### config.mk
export PLATFORM = sky130hd
export DESIGN_NAME = instr_mem_loader
export DESIGN_NICKNAME = d
export VERILOG_FILES = /design/src/rtl/instr_mem_loader.sv
export SDC_FILE = /design/constraint.sdc
export NUM_CORES = 1
export LEC_CHECK = 0
export ABC_AREA = 1
export BUFFER_PORTS_ARGS = -buffer_cell sky130_fd_sc_hd__buf_4
export CAP_MARGIN = 20
export CORE_MARGIN = 1
export CORE_UTILIZATION = 40
export CTS_CLUSTER_DIAMETER = 80
export DETAILED_ROUTE_END_ITERATION = 6
export PLACE_DENSITY = 0.64
export SYNTH_ARGS = -nofsm -noshare
export SYNTH_HDL_FRONTEND = slang
export SYNTH_SLANG_ARGS = --single-unit
### constraint.sdc
create_clock -name clk -period 3.1 [get_ports clk]
set_clock_uncertainty 0.2 [all_clocks]
set_input_delay 0.155 -clock clk [delete_from_list [all_inputs] [get_ports clk]]
set_output_delay 0.155 -clock clk [all_outputs]
set_load 0.1 [all_outputs]
### src/rtl/instr_mem_loader.sv
// ----------------------------------------------------------------------------
// instr_mem_loader
//   Writer side of the instruction-memory interface. Receives a byte stream
//   (LEN_hi, LEN_lo, then LEN 16-bit words, high byte first) over a
//   valid/ready handshake. Each assembled word is written to the next
//   consecutive instruction-memory address, starting at BASE_ADDR. The
//   processor is held while a load is in progress.
//
// Ports
//   clk           system clock, rising edge
//   RESET         asynchronous, active-high reset
//   start         begin a load (honoured only in IDLE or DONE)
//   in_data       stream byte
//   in_valid      in_data is valid
//   in_ready      loader accepts a byte this cycle
//   mem_we        instruction-memory write strobe, one cycle per word
//   mem_addr      write word address
//   mem_wdata     write data
//   cpu_hold      processor hold while loading
//   done          load finished (level)
//   err           length rejected (valid when done=1)
//   words_loaded  words written in the current load
// ----------------------------------------------------------------------------
module instr_mem_loader #(
    parameter int ADDR_W    = 12,
    parameter int BASE_ADDR = 0
) (
    input  logic              clk,
    input  logic              RESET,
    input  logic              start,
    input  logic [7:0]        in_data,
    input  logic              in_valid,
    output logic              in_ready,
    output logic              mem_we,
    output logic [ADDR_W-1:0] mem_addr,
    output logic [15:0]       mem_wdata,
    output logic              cpu_hold,
    output logic              done,
    output logic              err,
    output logic [15:0]       words_loaded
);

    // Largest length that still fits between BASE_ADDR and the top of memory.
    localparam logic [16:0] MAX_LEN = 17'((32'd1 << ADDR_W) - 32'(BASE_ADDR));

    typedef enum logic [2:0] {
        IDLE,
        LEN_HI,
        LEN_LO,
        DATA_HI,
        DATA_LO,
        WRITE,
        DONE
    } state_t;

    state_t              state_q, state_d;
    logic [15:0]         len_q, len_d;
    logic [ADDR_W-1:0]   addr_q, addr_d;
    logic [15:0]         wdata_q, wdata_d;
    logic [15:0]         count_q, count_d;
    logic                err_q, err_d;
    logic                xfer;

    // Handshake-facing and status outputs decode straight from the state, so
    // an asynchronous reset drops mem_we and cpu_hold in the same instant.
    assign in_ready     = (state_q == LEN_HI) || (state_q == LEN_LO) ||
                          (state_q == DATA_HI) || (state_q == DATA_LO);
    assign mem_we       = (state_q == WRITE);
    assign cpu_hold     = (state_q != IDLE) && (state_q != DONE);
    assign done         = (state_q == DONE);
    assign err          = err_q;
    assign mem_addr     = addr_q;
    assign mem_wdata    = wdata_q;
    assign words_loaded = count_q;

    assign xfer = in_valid && in_ready;

    always_comb begin
        // NOTE: every signal gets a default before the case so no path
        // leaves a value unassigned, which would otherwise infer a latch.
        state_d = state_q;
        len_d   = len_q;
        addr_d  = addr_q;
        wdata_d = wdata_q;
        count_d = count_q;
        err_d   = err_q;

        case (state_q)
            IDLE, DONE: begin
                if (start) begin
                    state_d = LEN_HI;
                    err_d   = 1'b0;
                    count_d = '0;
                    addr_d  = ADDR_W'(BASE_ADDR);
                end
            end
            LEN_HI: begin
                if (xfer) begin
                    len_d[15:8] = in_data;
                    state_d     = LEN_LO;
                end
            end
            LEN_LO: begin
                if (xfer) begin
                    len_d = {len_q[15:8], in_data};
                    if (len_d == 16'd0) begin
                        state_d = DONE;
                    end else if ({1'b0, len_d} > MAX_LEN) begin
                        // Rejecting oversize images here is what keeps the
                        // write address from ever wrapping.
                        state_d = DONE;
                        err_d   = 1'b1;
                    end else begin
                        state_d = DATA_HI;
                    end
                end
            end
            DATA_HI: begin
                if (xfer) begin
                    wdata_d[15:8] = in_data;
                    state_d       = DATA_LO;
                end
            end
            DATA_LO: begin
                if (xfer) begin
                    wdata_d[7:0] = in_data;
                    state_d      = WRITE;
                end
            end
            WRITE: begin
                addr_d  = addr_q + ADDR_W'(1);
                count_d = count_q + 16'd1;
                state_d = (count_d == len_q) ? DONE : DATA_HI;
            end
            default: state_d = IDLE;
        endcase
    end

    // NOTE: sequential state uses non-blocking assignments so every flop
    // samples pre-edge values regardless of block evaluation order.
    always_ff @(posedge clk or posedge RESET) begin
        if (RESET) begin
            state_q <= IDLE;
            len_q   <= '0;
            addr_q  <= '0;
            wdata_q <= '0;
            count_q <= '0;
            err_q   <= 1'b0;
        end else begin
            state_q <= state_d;
            len_q   <= len_d;
            addr_q  <= addr_d;
            wdata_q <= wdata_d;
            count_q <= count_d;
            err_q   <= err_d;
        end
    end

endmodule

==> Word-level counts from Yosys, hierarchy flattened <==
Index checks and enable logic that the tools add are counted.
{ "op_classes": {"bitwise": 1, "addsub": 2, "n_mux": 20, "n_lt_le_gt_ge": 1, "eq_ne": 15, "n_reduce_logical": 18} }
{ "op_table": {"columns": ["operator", "count"], "rows": [
  ["case mux 16 bit (2 select lines)", 1],
  ["2-to-1 mux 3 bit", 8],
  ["case mux 12 bit (2 select lines)", 1],
  ["case mux 3 bit (6 select lines)", 1],
  ["adder 16 x 1 -> 16 bit (second input constant)", 1],
  ["== test 16 bit", 1],
  ["> comparator 16 x 13 -> 1 bit (second input constant)", 1],
  ["logical NOT 16 bit", 1],
  ["2-to-1 mux 16 bit", 1],
  ["case mux 8 bit (2 select lines)", 1],
  ["adder 12 x 1 -> 12 bit (second input constant)", 1],
  ["2-to-1 mux 12 bit", 1],
  ["inequality test 2 bit (second input constant)", 6],
  ["AND reduction 5 bit", 2],
  ["== test 3 bit (second input constant)", 3],
  ["2-to-1 mux 8 bit", 1],
  ["AND reduction 2 bit", 4],
  ["== test 3 x 2 -> 1 bit (second input constant)", 2],
  ["2-to-1 mux 1 bit", 4],
  ["nonzero test 2 bit", 2],
  ["== test 3 x 1 -> 1 bit (second input constant)", 1],
  ["logical NOT 3 bit", 1],
  ["logical OR 1 bit", 3],
  ["inequality test 3 bit (second input constant)", 1],
  ["other kinds (7)", 8]
]} }
{ "word_totals": {"input_bits": 12, "output_inout_bits": 49, "elab_cells": 65, "reg_bits": 64} }

==> Logic depth before layout (Yosys ltp) <==
Gate-level depths: netlist of run 1.
{ "depth": {"ltp_word": 7, "mapped_depth": 16, "ltp_nobuf": 16} }

==> Worst setup path after synthesis of run 1 <==
No wires, ideal clock.
{ "synth_path": {"path_kind": "reg-to-reg", "from": "reg state_q[2]", "to": "reg state_q[1]", "n_path_buf": 0, "slack_ps": 114, "t_required_ps": 2771, "arrival_ps": 2657, "setup_time_ps": 129, "stages_incl_launch_ff": 9, "synth_period_minus_slack_ps": 2986, "cell_sequence": "dfrtp_1 > nor2_1 > nor3_2 > a21oi_1 > nand2_1 > nand2_1 > inv_1 > o21ai_0 > o21ai_0"} }
{ "synth_via": {"elab_chain_len": 7, "word_cells_on_any_way": 19, "cone_classes": "eq/ne: 11; mux: 1; reduce/logical: 7"} }
{ "synth_lines": {"columns": ["element", "line_no", "text"], "rows": [
  ["from (decl)", "56", "state_t state_q, state_d;"],
  ["from (signal assigned)", "150", "state_q <= state_d;"],
  ["== test 3 x 1 -> 1 bit / == test 3 x 2 -> 1 bit (equally long branches)", "66", "assign in_ready = (state_q == LEN_HI) || (state_q == LEN_LO) ||"],
  ["logical OR 1 bit (2 in a row)", "66", null],
  ["logical OR 1 bit *", "67", "(state_q == DATA_HI) || (state_q == DATA_LO);"],
  ["via in_ready", "33", "output logic in_ready,"],
  ["logical AND 1 bit *", "76", "assign xfer = in_valid && in_ready;"],
  ["inequality test 2 bit (no line)", null, null],
  ["AND reduction 5 bit (no line) *", null, null]
]} }
Mark *: on every way through the listed nets, which the timed path passes. The rest lies on a longest branch.
A chain may end at the register's enable or synchronous reset.

==> Worst setup path in the final report of run 1 <==
{ "layout_path": {"from": "reg count_q[0] (netlist: words_loaded[0])", "to": "reg state_q[0]"} }
{ "layout_via": {"elab_chain_len": 4} }
{ "layout_lines": {"columns": ["element", "line_no", "text"], "rows": [
  ["from (decl)", "60", "logic [15:0] count_q, count_d;"],
  ["from (signal assigned)", "154", "count_q <= count_d;"],
  ["adder 16 x 1 -> 16 bit", "132", "count_d = count_q + 16'd1;"],
  ["== test 16 bit", "133", "state_d = (count_d == len_q) ? DONE : DATA_HI;"],
  ["2-to-1 mux 3 bit", "133", null],
  ["case mux 3 bit (6 select lines)", "88", "case (state_q)"]
]} }
Every way passes these cells.

==> metrics.txt, run 1 <==
run status finished, final reports clean; hold crit path type in -> reg; Setup Viol. Count Final 0; Core Region 8340 µm²; All-Layer GR Usage 0.226; min Tclk post-route 2.26 ns; initial core utilization 0.420; CP startpoint kind flip-flop; register area share after synthesis 0.457; Final HPWL DP 6.75 mm; Routed WL 9.36 mm; CTS max path bufs 2; Final Cycle Share 0.729; CP startpoint words_loaded[0]$_DFFE_PP0P_; slew margin rel. 0.562; area of the multi-input gates 1630 µm²; WP data required 3.14 ns; root buffer cell clkbuf_8; Synthesized Nets 499; CTS tree yes; Max Cap Violations 0; vias in the first global route 3152; Worst-Skew Late Latency 0.36 ns; I/O pins 61; Fmax achieved 442 MHz; worst path arrival time 2.31 ns; # Post-CTS Setup Buffers 0; Total Die Area 9130 µm²; via count 3418; Inserted Clock Buffers 9; CP dominant cell by count nand2_1; Max Transition Viols Final 0; Crit. End Element flip-flop; initial antenna violation count 0; Tot Pwr 4310 µW; Post-Syn Area 3500 µm²; RSZ-0062 raised after global routing no; first-pass GRT wire length 15.6 mm; Pre-antenna DRT Iters 4; count of cell types in the netlist 31; die height 95.6 µm; layout cells sized above 1 0.176; Antenna Nets Post-Route 0; leakage 0.00216 µW; dpl cells 644; Warnings, synthesis 0; via/cell ratio 5.11; routed len/inst 14.0 µm; Clock transition at path regs 0.10 ns; PD cells 992 nW/µm²; Slew @ Worst Pin 0.657 ns; Area Growth Syn to Fin 24.1%; crit path kind reg -> reg; Nets 573; Die Width 95.6 µm; crit-path max cell delay 0.43 ns; ys async rst share 1.00; largest net degree at the start of global routing 37; mean post-synth cell area 7.22 µm²; # DRC 0; maximum VDD drop 0.684 mV; Resize count post-CTS 0; ANT cells 0; GPL Wtd Cong 0.853; Worst Path Max Fanout 11; # H-tree levels 3; cells on worst reg2reg path 13; final hold viol count 0; Worst path slowest cell dfrtp_1; Setup Total Neg Slack 0 ns; R2R Setup Slk 0.84 ns; I/O Buffers 60; FF-to-FF End state_q[0]$_DFFE_PP0P_; Overflow after GRT 0; worst reg2reg startpoint words_loaded[0]$_DFFE_PP0P_; Non-Filler Instances 669; row cnt 33; Post-synth EDFFs 0; CP endpoint state_q[0]$_DFFE_PP0P_; register area 1600 µm²; initial DRC count 196; ys flop type dfrtp_1; fin util 0.521; Synth Instances 485; Sink Count 64; Layout fillers 833; synthesized flop and latch total 64; Critical Path, Cell by Cell inv_1 -> nor2_2 -> nand2_2 -> o21ai_2 -> nand2_1 -> nand2_1 -> nand2_1 -> nor2_1 -> nand3_1 -> nand2_1 -> nand2_1 -> nand2_1 -> nand2_1
==> cell type report <==
class / instances / share of cell area
inverters: 61 / 0.0527
well taps: 105 / 0.0302
clock buffers: 9 / 0.0285
repair buffers: 71 / 0.131
clock inverters: 7 / 0.0138
flip-flops and latches: 64 / 0.369
multi-input cells: 352 / 0.375
==> report_power, final <==
part	switching, µW	internal [µW]	total, µW
Clock	395	306	701
Combinational	1790	518	2310
Sequential	224	1070	1300
==> how the worst min path moves through the flow <==
stage | startpoint | to | slack [ns] | cells past startpoint
detailed placement | RESET | mem_addr[11]$_DFFE_PP0P_ | 0.09 | 2
finish | start | state_q[0]$_DFFE_PP0P_ | 0.03 | 6
global placement | RESET | mem_addr[10]$_DFFE_PP0P_ | 0.08 | 2
floorplan | in_data[2] | mem_wdata[10]$_DFFE_PP0P_ | 0.15 | 2
CTS | start | state_q[2]$_DFFE_PP0P_ | 0.02 | 6
global route | start | state_q[0]$_DFFE_PP0P_ | 0.09 | 6
==> repair_timing <==
item | in CTS | in global routing
hold buffers | 9 | 0
setup endpoints to repair | 0 | 0
endpoints found under the hold margin | 58 | 0
==> metrics by stage <==
step                      hold slack [ns]  area, µm²  worst slack (ns)
after floorplan                     0.146       3500             0.114
after global placement             0.0843       4070             0.936
after detailed placement           0.0856       4070             0.890
after CTS                          0.0173       4350             0.858
after global routing               0.0866       4350             0.575
final                              0.0294       4350             0.839
==> routing by layer <==
| layer | share of wire | vias up | wire length (µm) | track usage |
|---|---|---|---|---|
| li1 | - | 1727 | - | - |
| met1 | 0.50 | 1586 | 4670 | 0.333 |
| met2 | 0.44 | 94 | 4090 | 0.339 |
| met3 | 0.052 | 11 | 490 | 0.0375 |
| met4 | 0.011 | 0 | 107 | 0.0684 |
| met5 | 0 | - | 0 | 0 |
==> critical path, delay by kind of cell, from the launching register on <==
| kind | cells | cell delay [ns] |
|---|---|---|
| DFF | 1 | 0.43 |
| and+or+nand+nor | 11 | 1.21 |
| AOI/OAI and AO/OA | 1 | 0.19 |
| buffers and inverters | 1 | 0.10 |
==> synthesized netlist by cell type (all sizes together) (3+ instances only) <==
cell	count	area [µm²]
nand4	10	68.8
nor2	46	203
dfrtp	64	1600
a21oi	8	40.0
clkbuf	5	18.8
nand3b	3	22.5
nor3	5	35.0
nand3	44	220
nand2	160	608
inv	61	229
o22ai	12	75.1
buf	3	20.0
o21ai	53	269
==> kinds of logic (layout without fill, tap and decap cells) <==
logic type	count (synthesis)	after routing	synth area share
and+or+nand+nor	271	271	0.336
xor gates and xnor gates	2	2	0.00500
adders and majority gates	2	2	0.00715
AOI/OAI and AO/OA	77	77	0.118
DFF	64	64	0.457
buffers and inverters	69	148	0.0765
==> cell usage in the layout (no fill, tap or decap), drive strengths merged <==
cell           n
nand2        160
inv           66
dfrtp         64
buf           62
o21ai         53
nor2          46
nand3         44
o22ai         12
nand4         10
clkbuf         9
dlygate4sd3    9
a21oi          8
nor3           5
nand3b         3
nor4           2
ha             2
xor2           1
xnor2          1
or2            1
a31oi          1
o31ai          1
a21boi         1
o21a           1
clkinvlp       1
clkinv         1
==> sequential cells by signal, indices dropped and copies added, names as in the netlist <==
register,cells
words_loaded,16
state_q,3
mem_wdata,16
err,1
len_q,16
mem_addr,12
Power figures use the tool's default switching activity.
==> run 2: changes to the inputs <==
Settings changed: ABC_AREA 1 to 0, PLACE_DENSITY 0.64 to 0.65.
Clock period 3.1 ns to 2.2 ns, I/O delays scaled along.
==> run 2 against run 1 <==
Effect of this change:
- largest cell class unchanged
- via count shrank 18%
- clock-buffer cell count is the same
- core utilization increased by 4.9 points
==> metrics.txt, run 2 <==
Layout fillers 717 (-14%); Clk pwr share 0.177 (+0.014); Setup Viol. Count Final 0 (unchanged); Sink Count 64 (unchanged); mux share of post-synthesis cell area 0.111 (+0.111); GPL Wtd Cong 0.831 (-2.5%); vias in the first global route 2702 (-14%); Net Sw Frac 0.501 (-0.0587); root buffer cell clkbuf_8; Crit. End Element flip-flop; Post-Syn Area 3340 µm² (-4.6%); WP data required 2.25 ns (-0.89 ns); # DRC 0 (unchanged); mean post-synth cell area 10.3 µm² (+43%); Die Width 93.4 µm (-2.3%); most common cell after layout, fill and taps aside buf_4; Psw 3300 µW (+37%); CTS max path bufs 2 (unchanged); PD cells 1460 nW/µm² (+48%); Synth area leader dfrtp_1; Hold WS 0.179 ns (+0.149 ns); via count 2814 (-18%); # H-tree levels 3 (unchanged); CP startpoint kind flip-flop; final hold viol count 0 (unchanged); Final HPWL DP 5.74 mm (-15%); Overflow after GRT 0 (unchanged); most frequent cells in the layout 83 x buf_4, 49 x dfrtp_1, 34 x o21ai_0; I/O Buffers 60 (unchanged); via/cell ratio 5.40 (+5.7%); main combinational cell family by area after synthesis simple AND/OR/NAND/NOR gates; initial antenna violation count 0 (unchanged); All-Layer GR Usage 0.203 (-0.0236); count of cell types in the netlist 47 (+52%); Synth top area share 0.480 (+0.0223); leakage 0.00194 µW (-10%); hold crit path type in -> async; largest net degree at the start of global routing 65 (+76%); Synthesized Nets 338 (-32%); Clock transition at path regs 0.09 ns (about the same); synthesized flop and latch total 64 (unchanged); Post-synth EDFFs 0 (unchanged); register area 1620 µm² (+1.2%); area share of xor/xnor cells in the synthesized design 0.0735 (+0.0685); worst path arrival time 2.22 ns (-0.09 ns); Worst Path Max Fanout 6 (-5); Synth top cells by count 64 x dfrtp_1, 34 x o21ai_0, 32 x mux2_2; Synth Instances 324 (-33%); Post-Synth Adder-Cell Area 0.00750 (+0.000348); initial core utilization 0.423 (+0.00348); Antenna Nets Post-Route 0 (unchanged); ys flop type dfrtp_1; Max Cap Violations 0 (unchanged); Final Cycle Share 0.988 (+0.258); layout cells sized above 1 0.403 (+0.228); Max Transition Viols Final 0 (unchanged); min Tclk post-route 2.17 ns (-0.0880 ns); Internal Power 3290 µW (+73%); ys async rst share 1.00 (unchanged); die height 93.4 µm (-2.3%); RSZ-0062 raised after global routing yes; maximum VDD drop 1.27 mV (+86%); Slew @ Worst Pin 0.475 ns (-0.182 ns); Synth Area in Compound Gates 0.125 (+0.00687); Fmax achieved 460 MHz (+4.0%); first-pass GRT wire length 13.5 mm (-14%); Tot Pwr 6580 µW (+53%); run status finished, final reports clean; routed len/inst 15.9 µm (+14%); Comb pwr share 0.541 (+0.005); I/O pins 61 (unchanged); CTS tree yes; Warnings, synthesis 0 (unchanged); Worst-Skew Late Latency 0.35 ns (about the same); Inserted Clock Buffers 9 (unchanged); row cnt 32 (-3.0%); initial DRC count 210 (+7.1%); Pre-antenna DRT Iters 4 (unchanged); area of the multi-input gates 1720 µm² (+5.2%); crit path kind reg -> reg; Area Growth Syn to Fin 34.7%; ANT cells 0 (unchanged); Routed WL 8.29 mm (-11%); Core Region 7890 µm² (-5.4%); largest cells by area after synthesis dfrtp_1 48%, mux2_2 11%, o21ai_0 5.1%, xnor2_1 4.5%, nand2_1 3.3%; fin util 0.570 (+0.0493); most instantiated library cell after synthesis dfrtp_1; Post-Synth Simple-Gate Area 0.172 (-0.164); Nets 428 (-25%); Sequential Power Share 0.282 (-0.019); Total Die Area 8720 µm² (-4.5%); slew margin rel. 0.681 (+0.119); register area share after synthesis 0.480 (+0.0223); R2R Setup Slk 0.03 ns (-0.81 ns)
[run 2: cell type report]
type                    count  area share
repair buffers             97       0.174
inverters                   6     0.00501
multi-input cells         236       0.382
flip-flops and latches     64       0.360
clock inverters             7      0.0228
clock buffers               9      0.0275
well taps                 102      0.0284
[run 2: worst paths after layout]
path                                               end  cells past startpoint                   startpoint
setup / recovery                state_q[0]$_DFFE_PP0P_                      6  words_loaded[1]$_DFFE_PP0P_
hold / removal             words_loaded[4]$_DFFE_PP0P_                      4                        RESET
setup reg to reg                state_q[0]$_DFFE_PP0P_                      6  words_loaded[1]$_DFFE_PP0P_
hold reg to reg               mem_addr[11]$_DFFE_PP0P_                      1     mem_addr[11]$_DFFE_PP0P_
max in group asynchronous  words_loaded[1]$_DFFE_PP0P_                      4                        RESET
min in group clk              mem_addr[11]$_DFFE_PP0P_                      1     mem_addr[11]$_DFFE_PP0P_
[run 2: worst max-delay path: stages (launching register included)]
cell and delay, ns:
dfrtp_2 0.43, ha_4 0.19, nand3_4 0.12, or3_4 0.40, a2111oi_4 0.33, nand4b_1 0.15, o31a_1 0.26
[run 2: cells by family (layout without fill, tap and decap cells)]
logic type	after synthesis	after routing
xor+xnor	28	28
fa+ha+maj	2	2
simple gates	105	105
compound gates	68	68
buf+inv	24	119
flops	64	64
mux	33	33
[run 2: power by group through the flow]
stage / sequential [µW] / clock [µW] / combinational [µW]
after CTS: 1850 / 1190 / 3520
after global placement: 1870 / 0 / 3440
after detailed placement: 1880 / 0 / 3470
after global routing: 1910 / 1240 / 3740
after floorplan: 3120 / 0 / 1400
final: 1860 / 1170 / 3560
[run 2: stage by stage]
| step | instances | TNS, ns | setup WS (ns) | area, µm² |
|---|---|---|---|---|
| 4_1_cts | 517 | 0 | 0.0268 | 4420 |
| 6_report | 521 | 0 | 0.0269 | 4500 |
| 3_3_place_gp | 488 | 0 | 0.0871 | 4060 |
| 5_1_grt | 521 | -0.0413 | -0.0413 | 4500 |
| 3_5_place_dp | 488 | 0 | 0.0102 | 4060 |
| 2_1_floorplan | 324 | -0.393 | -0.243 | 3410 |
[run 2: layer usage]
layer | global-route usage | vias to the layer above | wire (µm)
li1 | - | 1359 | -
met1 | 0.286 | 1371 | 3870
met2 | 0.311 | 80 | 3950
met3 | 0.0463 | 4 | 411
met4 | 0.0590 | 0 | 63
met5 | 0 | - | 0
[run 2: timing repair]
item | CTS | global route
resized for setup | 1 | 8
setup buffers | 2 | 4
setup endpoints to repair | 2 | 7
hold buffers | 11 | 0
endpoints found under the hold margin | 99 | 0
cloned | 0 | 0
==> run 3: changes to the inputs <==
--- a/config.mk
+++ b/config.mk
@@ -11,7 +11,7 @@
 export CORE_MARGIN = 1
 export CORE_UTILIZATION = 40
-export CTS_CLUSTER_DIAMETER = 80
 export DETAILED_ROUTE_END_ITERATION = 6
 export PLACE_DENSITY = 0.65
+export REMOVE_ABC_BUFFERS = 1
 export SYNTH_ARGS = -nofsm -noshare
 export SYNTH_HDL_FRONTEND = slang
==> constraint.sdc (replaced) <==
create_clock -name clk -period 2.2 [get_ports clk]
set_clock_uncertainty 0.2 [all_clocks]
set_input_delay 0.22 -clock clk [delete_from_list [all_inputs] [get_ports clk]]
set_output_delay 0.22 -clock clk [all_outputs]
set_load 0.1 [all_outputs]
==> run 3 against run 2 <==
Effect of this change:
- cell count grew 1.2%
- global-route usage up 1.0 points
- combinational power about the same
- clock power is 7% higher
- die area unchanged
- critical endpoint unchanged
==> metrics.txt, run 3 (synthesized netlist as in run 2, its figures left out) <==
Clock transition at path regs 0.07 ns (-0.02 ns); Setup WS post-layout 0.0404 ns (+0.0135 ns); Critical Path, Cell by Cell dlygate4sd3_1 -> buf_4 -> or4_4 -> or4_4 -> nand4_1 -> nand4_1 -> o31a_1; Worst-Skew Late Latency 0.35 ns (about the same); Fmax achieved 463 MHz (+0.62%); via/cell ratio 5.43 (+0.62%); GPL Wtd Cong 0.829 (-0.28%); first-pass GRT wire length 14.4 mm (+6.8%); Inserted Clock Buffers 9 (unchanged); Total Die Area 8720 µm² (unchanged); Pre-antenna DRT Iters 4 (unchanged); most common cell after layout, fill and taps aside buf_4; All-Layer GR Usage 0.213 (+0.0104); FF-to-FF End state_q[0]$_DFFE_PP0P_; Worst Path Max Fanout 5 (-1); routed len/inst 16.3 µm (+2.7%); Max Cap Violations 0 (unchanged); Antenna Nets Post-Route 0 (unchanged); CTS max path bufs 2 (unchanged); Setup Viol. Count Final 0 (unchanged); run status finished, final reports clean; Slew @ Worst Pin 0.458 ns (-0.0169 ns); Net Sw Frac 0.492 (-0.00844); leakage 0.00199 µW (+2.7%); die height 93.4 µm (unchanged); Psw 3260 µW (-1.2%); layout cells sized above 1 0.381 (-0.0222); crit-path max cell delay 0.53 ns (+0.10 ns); Max Transition Viols Final 0 (unchanged); fin util 0.571 (+0.00111); # H-tree levels 3 (unchanged); min Tclk post-route 2.16 ns (-0.0135 ns); initial DRC count 133 (-37%); Placed Area 4090 µm² (+0.77%); crit-path leading delay family simple AND/OR/NAND/NOR gates; initial core utilization 0.423 (unchanged); vias in the first global route 2867 (+6.1%); most frequent cells in the layout 91 x buf_4, 62 x dfrtp_1, 33 x o21ai_0; dpl ws -0.0447 ns (-0.0549 ns); crit path kind in -> reg; Worst path slowest cell dlygate4sd3_1; Worst Hold Path EP state_q[1]$_DFFE_PP0P_; Overflow after GRT 0 (unchanged); CTS tree yes; Core Region 7890 µm² (unchanged); Sequential Power Share 0.276 (-0.006); cells on worst reg2reg path 6 (unchanged); worst path arrival time 2.19 ns (-0.03 ns); Internal Power 3360 µW (+2.2%); Area Growth Syn to Fin 35.0%; Nets 434 (+1.4%); ANT cells 0 (unchanged); slew margin rel. 0.695 (+0.0137); row cnt 32 (unchanged); worst reg2reg startpoint words_loaded[0]$_DFFE_PP0P_; # Post-CTS Setup Buffers 0 (-2); root buffer cell clkbuf_8; I/O pins 61 (unchanged); Crit. End Element flip-flop; Final Cycle Share 0.982 (-0.00614); # DRC 0 (unchanged); I/O Buffers 60 (unchanged); WP data required 2.23 ns (-0.02 ns); Final HPWL DP 5.90 mm (+2.9%); Die Width 93.4 µm (unchanged); PD cells 1470 nW/µm² (+0.31%); Crit path buffers/inverters 2 (+2); final hold viol count 0 (unchanged); RSZ-0062 raised after global routing yes; via count 2864 (+1.8%); Sink Count 64 (unchanged); CP startpoint kind input pin; maximum VDD drop 1.44 mV (+13%); HP Start start; largest net degree at the start of global routing 65 (unchanged); Clk pwr share 0.189 (+0.012); Comb pwr share 0.535 (-0.006); WHS Path Cells 4; hold crit path type in -> reg; initial antenna violation count 0 (unchanged); final instance area 4510 µm² (+0.19%); Routed WL 8.61 mm (+3.9%); R2R Setup Slk 0.07 ns (+0.04 ns)
==> run 3: changes by cell type in the layout (fill, tap and decap cells not counted), sizes merged <==
cell / change
clkinv: -1
buf: +7
clkinvlp: +1
dlygate4sd3: -1
inv: -1
bufinv: +1
==> run 3: area by class of cell <==
cell class | instances | area, µm²
timing repair buffer | 103 | 815
clock buffer | 9 | 124
multi-input combinational | 236 | 1700
fill | 694 | 3380
tap | 102 | 128
sequential | 64 | 1600
clock inverter | 7 | 119
inverter | 6 | 22.5
==> run 3: per-layer routing <==
| layer | GRT usage | wire (µm) |
|---|---|---|
| met4 | 0.0667 | 106 |
| met1 | 0.280 | 3960 |
| met2 | 0.357 | 4110 |
| met3 | 0.0382 | 431 |
| met5 | 0 | 0 |
==> run 3: worst register-to-register path, stage by stage, from the launching register on <==
cell	delay [ns]
dfrtp_1	0.36
ha_2	0.20
nand3_2	0.08
or3_4	0.38
a2111oi_4	0.37
nand4b_1	0.15
o31a_1	0.26
==> run 3: power by group through the flow <==
stage	Combinational, µW	Clock, µW	Sequential, µW
after floorplan	1270	0	3150
after global placement	3420	0	1820
after detailed placement	3460	0	1840
after CTS	3500	1260	1820
after global routing	3720	1310	1880
final	3540	1250	1830
==> run 3: worst max path at each step <==
stage	startpoint	to	depth (start not counted)
global placement	words_loaded[0]$_DFFE_PP0P_	state_q[0]$_DFFE_PP0P_	6
floorplan	words_loaded[0]$_DFFE_PP0P_	state_q[0]$_DFFE_PP0P_	6
finish	in_data[2]	state_q[0]$_DFFE_PP0P_	7
global route	words_loaded[5]$_DFFE_PP0P_	state_q[0]$_DFFE_PP0P_	5
detailed placement	words_loaded[0]$_DFFE_PP0P_	state_q[0]$_DFFE_PP0P_	6
CTS	words_loaded[0]$_DFFE_PP0P_	state_q[0]$_DFFE_PP0P_	6
==> run 3: metrics by stage <==
stage          total power [µW]  setup TNS, ns  cells  hold slack [ns]
2_1_floorplan              4410         -13.99    306            0.160
3_3_place_gp               5240              0    501            0.125
3_5_place_dp               5300        -0.0447    501            0.128
4_1_cts                    6580              0    527           0.0218
5_1_grt                    6910        -0.0273    527           0.0544
6_report                   6620              0    527           0.0322
==> run 3: what timing repair did <==
action	in CTS	in global routing
hold buffers	10	0
pin swaps	0	2
endpoints found under the hold margin	97	0
gates resized for setup	2	14
setup endpoints to repair	3	4
